--- src/rtl/seq_arb_rr_lock_pkg.sv ---
// seq_arb_rr_lock_pkg: shared constants and helpers for the
// round-robin lock arbiter (PRIO_MODE encodings, onehot->index).
package seq_arb_rr_lock_pkg;

  localparam int PRIO_ROTATE = 0;
  localparam int PRIO_RR     = 1;

  localparam int OH_MAXW = 64;

  // OR of the indices of all set bits; exact for one-hot or zero.
  function automatic int unsigned oh2idx(
    input logic [OH_MAXW-1:0] oh
  );
    int unsigned idx;
    idx = 0;
    for (int unsigned i = 0; i < OH_MAXW; i++) begin
      if (oh[i]) idx = idx | i;
    end
    return idx;
  endfunction

endpackage

--- src/rtl/seq_arb_rr_lock_if.sv ---
// seq_arb_rr_lock_if: request/lock in, grant out.
// master drives reqs/lock; slave (the arbiter) drives grants.
interface seq_arb_rr_lock_if #(
  parameter int NREQS = 4
);
  localparam int IW = (NREQS > 1) ? $clog2(NREQS) : 1;

  logic [NREQS-1:0] reqs;
  logic             lock;
  logic [NREQS-1:0] grants;
  logic             grant_val;
  logic [IW-1:0]    grant_idx;

  modport master (
    output reqs, lock,
    input  grants, grant_val, grant_idx
  );

  modport slave (
    input  reqs, lock,
    output grants, grant_val, grant_idx
  );
endinterface

--- src/rtl/seq_arb_rr_lock_arb_rr_comb.sv ---
// arb_rr_comb: combinational variable-priority scan.
// Ports: reqs, prio (one-hot start point) -> grants (one-hot or 0).
module arb_rr_comb #(
  parameter int NREQS = 4
) (
  input  logic [NREQS-1:0] reqs,
  input  logic [NREQS-1:0] prio,
  output logic [NREQS-1:0] grants
);

  logic [2*NREQS-1:0] dreq;
  logic [2*NREQS-1:0] dgnt;

  // Subtracting prio from the doubled request vector clears the
  // lowest set bit at or above prio; the and-not keeps just it.
  always_comb begin
    dreq   = {reqs, reqs};
    dgnt   = dreq & ~(dreq - {{NREQS{1'b0}}, prio});
    grants = dgnt[NREQS-1:0] | dgnt[2*NREQS-1:NREQS];
  end

endmodule

--- src/rtl/seq_arb_rr_lock.sv ---
// seq_arb_rr_lock: N-way round-robin arbiter with grant lock.
// Ports: clk, reset_n (async low), bus (slave: reqs/lock/grants).
module seq_arb_rr_lock
  import seq_arb_rr_lock_pkg::*;
#(
  parameter int NREQS     = 4,
  parameter int PRIO_MODE = PRIO_RR,
  parameter int MAX_HOLD  = 4
) (
  input  logic              clk,
  input  logic              reset_n,
  seq_arb_rr_lock_if.slave  bus
);

  localparam int IW = $clog2(NREQS);
  localparam int HW =
    (MAX_HOLD > 0) ? $clog2(MAX_HOLD + 1) : 1;
  localparam logic [NREQS-1:0] PRIO_RST =
    {{(NREQS-1){1'b0}}, 1'b1};

  logic [NREQS-1:0] prio, prio_nxt;
  logic             held_vld, held_vld_nxt;
  logic [IW-1:0]    held_idx, held_idx_nxt;
  logic [HW-1:0]    hold_cnt, hold_cnt_nxt;

  logic [NREQS-1:0] scan_gnt;
  logic [NREQS-1:0] held_oh;
  logic [NREQS-1:0] gnt;
  logic             gval;
  logic [IW-1:0]    gidx;
  logic             under_cap;
  logic             held_active;
  logic [HW-1:0]    cnt_inc;

  arb_rr_comb #(
    .NREQS (NREQS)
  ) u_scan (
    .reqs   (bus.reqs),
    .prio   (prio),
    .grants (scan_gnt)
  );

  always_comb begin
    under_cap   = (MAX_HOLD == 0) ||
                  (int'(hold_cnt) < MAX_HOLD);
    held_active = held_vld & bus.reqs[held_idx] &
                  bus.lock & under_cap;
    held_oh     = PRIO_RST << held_idx;
    gnt         = '0;
    // Outputs are forced quiet while reset is asserted.
    if (reset_n) gnt = held_active ? held_oh : scan_gnt;
    gval        = |gnt;
    gidx        = IW'(oh2idx(OH_MAXW'(gnt)));
  end

  assign bus.grants    = gnt;
  assign bus.grant_val = gval;
  assign bus.grant_idx = gidx;

  always_comb begin
    cnt_inc = (hold_cnt == {HW{1'b1}}) ?
              hold_cnt : hold_cnt + HW'(1);
  end

  always_comb begin
    prio_nxt     = prio;
    held_vld_nxt = 1'b0;
    held_idx_nxt = held_idx;
    hold_cnt_nxt = '0;
    if (PRIO_MODE == PRIO_ROTATE) begin
      prio_nxt = {prio[NREQS-2:0], prio[NREQS-1]};
    end else if (gval) begin
      // Next scan starts one past the winner.
      prio_nxt = {gnt[NREQS-2:0], gnt[NREQS-1]};
    end
    if (gval && bus.lock) begin
      held_vld_nxt = 1'b1;
      held_idx_nxt = gidx;
      hold_cnt_nxt = held_active ? cnt_inc : HW'(1);
    end
  end

  always_ff @(posedge clk or negedge reset_n) begin
    if (!reset_n) begin
      prio     <= PRIO_RST;
      held_vld <= 1'b0;
      held_idx <= '0;
      hold_cnt <= '0;
    end else begin
      prio     <= prio_nxt;
      held_vld <= held_vld_nxt;
      held_idx <= held_idx_nxt;
      hold_cnt <= hold_cnt_nxt;
    end
  end

endmodule

--- src/flat_wrapper.sv ---
// flat-port wrapper written by rule: the top's interface ports become plain ports
module seq_arb_rr_lock_flat import seq_arb_rr_lock_pkg::*;
#(
  parameter int NREQS     = 4,
  parameter int PRIO_MODE = PRIO_RR,
  parameter int MAX_HOLD  = 4
)
  (clk, reset_n, bus_reqs, bus_lock, bus_grants, bus_grant_val, bus_grant_idx);
  seq_arb_rr_lock_if #(.NREQS(NREQS)) bus_i ();
  input  logic clk;
  input  logic reset_n;
  input wire logic [$bits(bus_i.reqs)-1:0] bus_reqs;
  input wire logic [$bits(bus_i.lock)-1:0] bus_lock;
  output wire logic [$bits(bus_i.grants)-1:0] bus_grants;
  output wire logic [$bits(bus_i.grant_val)-1:0] bus_grant_val;
  output wire logic [$bits(bus_i.grant_idx)-1:0] bus_grant_idx;
  assign bus_i.reqs = bus_reqs;
  assign bus_i.lock = bus_lock;
  assign bus_grants = bus_i.grants;
  assign bus_grant_val = bus_i.grant_val;
  assign bus_grant_idx = bus_i.grant_idx;
  seq_arb_rr_lock #(.NREQS(NREQS), .PRIO_MODE(PRIO_MODE), .MAX_HOLD(MAX_HOLD)) u_core (.clk(clk), .reset_n(reset_n), .bus(bus_i));
endmodule
--- config.mk ---
export PLATFORM = sky130hd
export DESIGN_NAME = seq_arb_rr_lock_flat
export DESIGN_NICKNAME = d
export VERILOG_FILES = /design/src/rtl/seq_arb_rr_lock_pkg.sv /design/src/rtl/seq_arb_rr_lock_if.sv /design/src/rtl/seq_arb_rr_lock_arb_rr_comb.sv /design/src/rtl/seq_arb_rr_lock.sv /design/src/flat_wrapper.sv
export SDC_FILE = /design/constraint.sdc
export NUM_CORES = 1
export LEC_CHECK = 0
export ABC_AREA = 0
export CORE_MARGIN = 4
export CORE_UTILIZATION = 47
export DETAILED_ROUTE_END_ITERATION = 10
export PLACE_DENSITY = 0.85
export RECOVER_POWER = 100
export SLEW_MARGIN = 25
export SYNTH_ARGS = -nofsm -noshare
export SYNTH_HDL_FRONTEND = slang
export SYNTH_HIERARCHICAL = 1
export SYNTH_SLANG_ARGS = --single-unit
--- constraint.sdc ---
create_clock -name clk -period 2.55 [get_ports clk]
set_input_delay 0.3825 -clock clk [delete_from_list [all_inputs] [get_ports clk]]
set_output_delay 0.3825 -clock clk [all_outputs]
set_load 0.005 [all_outputs]
======== Yosys cells after proc, flatten, opt, wreduce, memory -nomap -nowiden ========
Index checks and enable logic that the tools add are counted.
Widths: inputs -> output; s select.
word-level totals
  register bits after elaboration ......... 10
  bits of input ports ..................... 7
  output and inout port bits .............. 7
  logic and storage cells ................. 30
cells by class
  add/subtract/negate cells ............... 2
  magnitude comparators ................... 2
  equality and inequality tests ........... 2
  shift-type cells ........................ 1
  muxes and demuxes ....................... 11
  bitwise operators ....................... 6
  reduce and logical (&&, ||, !) cells .... 2
operators by type and width
  cell                 number
  $mux 3               3
  $and 8x8->8          1
  $mux 4               2
  $not 8->8            1
  $sub 8x4->8          1
  $mux 2               2
  $or 4x4->4           1
  $reduce_or 4->1      1
  $shl 1x2->4 const A  1
  $add 3x1->3 const B  1
  $and 1x1->1          3
  $eq 3x3->1 const B   1
  $lt 2x3->1 const B   1
  $lt 3x3->1 const B   1
  $mux 1               3
  $ne 3x3->1 const B   1
  $bmux 1 s2           1
  $logic_and 1x1->1    1

======== Logic depth before layout (Yosys ltp) ========
  depth after elaboration ................. 10
  depth in mapped cells ................... 10

======== Hierarchy ========
The synthesis kept the hierarchy.
by module, submodules not included
  module           instances  cells an instance  area each (um^2)  seq. area each (um^2)
  seq_arb_rr_lock  1          67                 688.2             251.5
  arb_rr_comb      1          24                 186.4             0.0

======== Worst setup path before layout ========
No wires, ideal clock.
  kind .................................... flip-flop to output port
  start point ............................. reg u_core.prio[0]
  end point ............................... out bus_grant_val
  data arrival time ....................... 2.077 ns
  data required time ...................... 2.168 ns
  setup slack ............................. 0.090 ns
  stages on the path, launching flop included .. 11
  path buffers ............................ 0
  cells stage by stage .................... dfstp_2 nor2b_2 fa_1 and2b_1 o21ai_1 nor4b_1 o31a_1 nor2_1 nand2_1 o21ai_4 inv_1
between the ends
  cells in the longest elaborated chain, start to end .. 7
ends and longest elaborated chain
  what                          line                               text
  start, declared               seq_arb_rr_lock.sv:21              logic [NREQS-1:0] prio, prio_nxt;
  start signal, assigned        seq_arb_rr_lock.sv:90              prio <= prio_nxt;
  $sub 8x4->8                   seq_arb_rr_lock_arb_rr_comb.sv:18  dgnt = dreq & ~(dreq - {{NREQS{1'b0}}, prio});
  $not 8->8                     seq_arb_rr_lock_arb_rr_comb.sv:18
  $and 8x8->8                   seq_arb_rr_lock_arb_rr_comb.sv:18
  $or 4x4->4                    seq_arb_rr_lock_arb_rr_comb.sv:19  grants = dgnt[NREQS-1:0] | dgnt[2*NREQS-1:NREQS];
  named net u_core.scan_gnt[2]  seq_arb_rr_lock.sv:26              logic [NREQS-1:0] scan_gnt;
  $mux 4 (2 in a row)           seq_arb_rr_lock.sv:51              if (reset_n) gnt = held_active ? held_oh : scan_gnt;
  $reduce_or 4->1               seq_arb_rr_lock.sv:52              gval = |gnt;
  end, declared                 flat_wrapper.sv:15                 output wire logic [$bits(bus_i.grant_val)-1:0] bus_grant_val;
The timed path passes the listed nets, and every way through them passes these cells.

======== Worst setup path in the final report ========
Ends and elaborated chain as after synthesis.

==> results_dict.tcl <==
set metrics [dict create \
    outcome "complete, but fails checks" \
    violations "setup timing" \
    worst_slack_ns -0.324 \
    cts_tree "yes" \
    start_kind "register" \
    grt_overflow 0 \
    yosys-top-cells-count "9 x dfrtp_1, 8 x nor2_1, 7 x nand2_1, 6 x inv_1, 5 x ha_1" \
    synth_area_um2 875 \
    postSynth.asyncResetShare_pct 100 \
    criticalPathCategory "reg2out" \
    drc 0 \
    crit_arrival_ns 2.49 \
    area_delta_synth_final_pct 47.4 \
    ios 14 \
    fp.dieW_um 51.1 \
    p_leak_uw 0.000649 \
    required_ns 2.17 \
    cts_root_buffer "clkbuf_4" \
    fmaxAchievable_mhz 348 \
    setup_violations 8 \
    post_layout_nonfiller_instances 158 \
    clock_sink_count 10 \
    synth_cells 91 \
    drt-pass1-iter-count 6 \
    drive_gt1_share_pct 45.1 \
    reg2reg_from "u_core/prio[0]" \
    yosys_warnings 6 \
    synth_ff_type "dfrtp_1" \
    cts_buffers 3 \
    syn_area_per_cell_um2 9.61 \
    total_power_uw 1360 \
    ir_drop_v 0.000552 \
    drv_cap 0 \
    cts_buffer_depth 2 \
    synth_area_leaders "dfrtp_1 26%, ha_1 7.2%, bufbuf_16 3.7%" \
    crit_path_max_incr_delay_ns 0.38 \
    synth.most_common_cell "dfrtp_1" \
    die_height_um 51.1 \
    clk_pin_slew_ns 0.09 \
    seq_area_um2 251 \
    synth-edff-count 0 \
    hold_ws_ns 0.408 \
    fill_cells 120 \
    relSlewSlack_pct 65.4 \
    synth_cell_types 41 \
    place_ws_ns -0.796 \
    cp_cell_sequence "nor2b_4, fa_2, and2b_2, o21ai_2, nor4b_4, o31a_1, nor2_2, buf_6, nand2_4, o21ai_4, inv_2, buf_6" \
    clock_latency_ns 0.29 \
    htreeDepth 1 \
    p_per_area_mw_per_mm2 1050 \
    endpoint_kind "output pin" \
    grt_max_degree 10 \
    grt_pass1_vias 977 \
    die-area_mm2 0.00261 \
    drt_iter0_markers 20 \
    utilization_pct 73.8 \
    ant_nets 0 \
    rsz0062_at_grt "true" \
    antennaDiodeCount 0 \
    slew_viol_final 0 \
    multiInputGateArea_um2 621 \
    viasPerCell 5.69 \
    regToRegSetupSlack_ns -0.04 \
    syn-num-nets 104 \
    crit_path_top_delay_cell "dfstp_2" \
    cp-startpoint "u_core/prio[0]" \
    finClkSkew_ns 0.0176 \
    period_needed_ns 2.87 \
    num_rows 15 \
    nNetsFinal 147 \
    synth_top_area_share_pct 25.8 \
    dp.cells 148 \
    drt_wl_total_um 2710 \
    hold_path.class "in2async" \
    port-buffer-count 13 \
    place_hpwl_um 1930 \
    avgRoutedWirePerCell_um 17.1 \
    gp_congestion 0.850 \
    grt_util_all_layers_pct 24.5 \
    num_vias 899 \
    ys_ff_latch 10 \
    yosysSeqAreaShare_pct 28.8 \
    antenna_found_initial 0 \
    yosys.area.top_type "dfrtp_1" \
    grt_pass1_wl_um 4600 \
    min_period_over_period_pct 113 \
    cp_common_cell "buf_6" \
    start_util_pct 50.1 \
    critPathMaxFanout 2 \
    worst_pin_slew_ns 0.518 \
    finalHoldViolations 0 \
    core_mm2 0.00175 \
]
-- kinds of logic after synthesis --
group           after synthesis  synth area share (%)
mux                           4                  6.01
compound gates               27                  24.2
fa+ha+maj                     6                  9.44
buf+inv                      10                  9.30
simple gates                 32                  20.3
xor+xnor                      2                  2.00
flops                        10                  28.8
-- worst paths after layout --
path	cells after the start	end
min in group clk	2	u_core/hold_cnt[1]
max	12	bus_grant_val
max reg2reg	12	u_core/prio[3]
min reg2reg	2	u_core/hold_cnt[1]
min	1	u_core/held_idx[0]
max in group asynchronous	2	u_core/held_idx[1]
-- power breakdown --
group,switching [µW],total (µW),internal [µW]
clock,67.4,154,87.0
combinational,413,928,515
sequential,59.6,276,217
total,540,1360,818
-- cell usage in the layout (no fill, tap or decap), drive strengths merged --
cell type,instances
buf,31
clkbuf,7
mux2i,3
o31ai,2
a21boi,1
clkdlybuf4s15,2
nand2,8
nor4,1
dfstp,1
dfrtp,9
a211oi,2
and2b,1
a21o,4
o21ai,5
a41o,1
and2,2
fa,1
inv,6
dlygate4sd3,2
nor2,8
xor2,1
o211a,1
nand3b,1
dlygate4sd2,3
a221o,3
o22ai,2
nand3,2
o21a,3
and3b,2
clkdlybuf4s50,1
xnor2,1
and3,2
mux4,1
o31a,1
nor2b,3
nor4b,1
a21oi,2
ha,5
nand2b,1
-- layer usage --
layer | vias up | share of wire, % | wire [µm] | global-route usage [%]
li1 | 419 | - | - | -
met1 | 438 | 37 | 1010 | 22.6
met2 | 30 | 54 | 1460 | 46.6
met3 | 12 | 5.2 | 142 | 7.58
met4 | 0 | 3.4 | 91 | 13.9
met5 | - | 0 | 0 | 0
-- worst max-delay path, delay by kind of cell, from the launching register on --
kind | cells | cell delay (ns)
adders and majority gates | 1 | 0.33
and+or+nand+nor | 5 | 0.71
buffers and inverters | 3 | 0.28
AOI/OAI and AO/OA | 3 | 0.50
DFF | 1 | 0.38
-- registers in the layout, indices dropped and copies added (netlist names) --
register,cells
u_core/prio,4
u_core/hold_cnt,3
u_core/held_idx,2
u_core/held_vld,1
-- what timing repair did --
action                                  CTS  global route
pin swaps                                 9             8
resized for setup                        38            12
hold buffers                              0             0
buffers inserted                          6             3
endpoints found under the setup margin   11            14
-- through the flow --
step	TNS [ns]	instance area (µm²)
final	-1.41	1290
after global routing	-2.46	1290
after CTS	-0.984	1250
after detailed placement	-6.14	1150
after global placement	-4.93	1150
after floorplan	0	875
-- cell type report --
cell class	instances	area share, %
Timing Repair Buffer	42	25.3
Sequential cell	10	19.5
Inverter	6	1.75
Multi-Input combinational cell	71	48.2
Tap cell	25	2.43
Clock buffer	4	2.82
No activity file was read; power rests on OpenSTA's default activity.
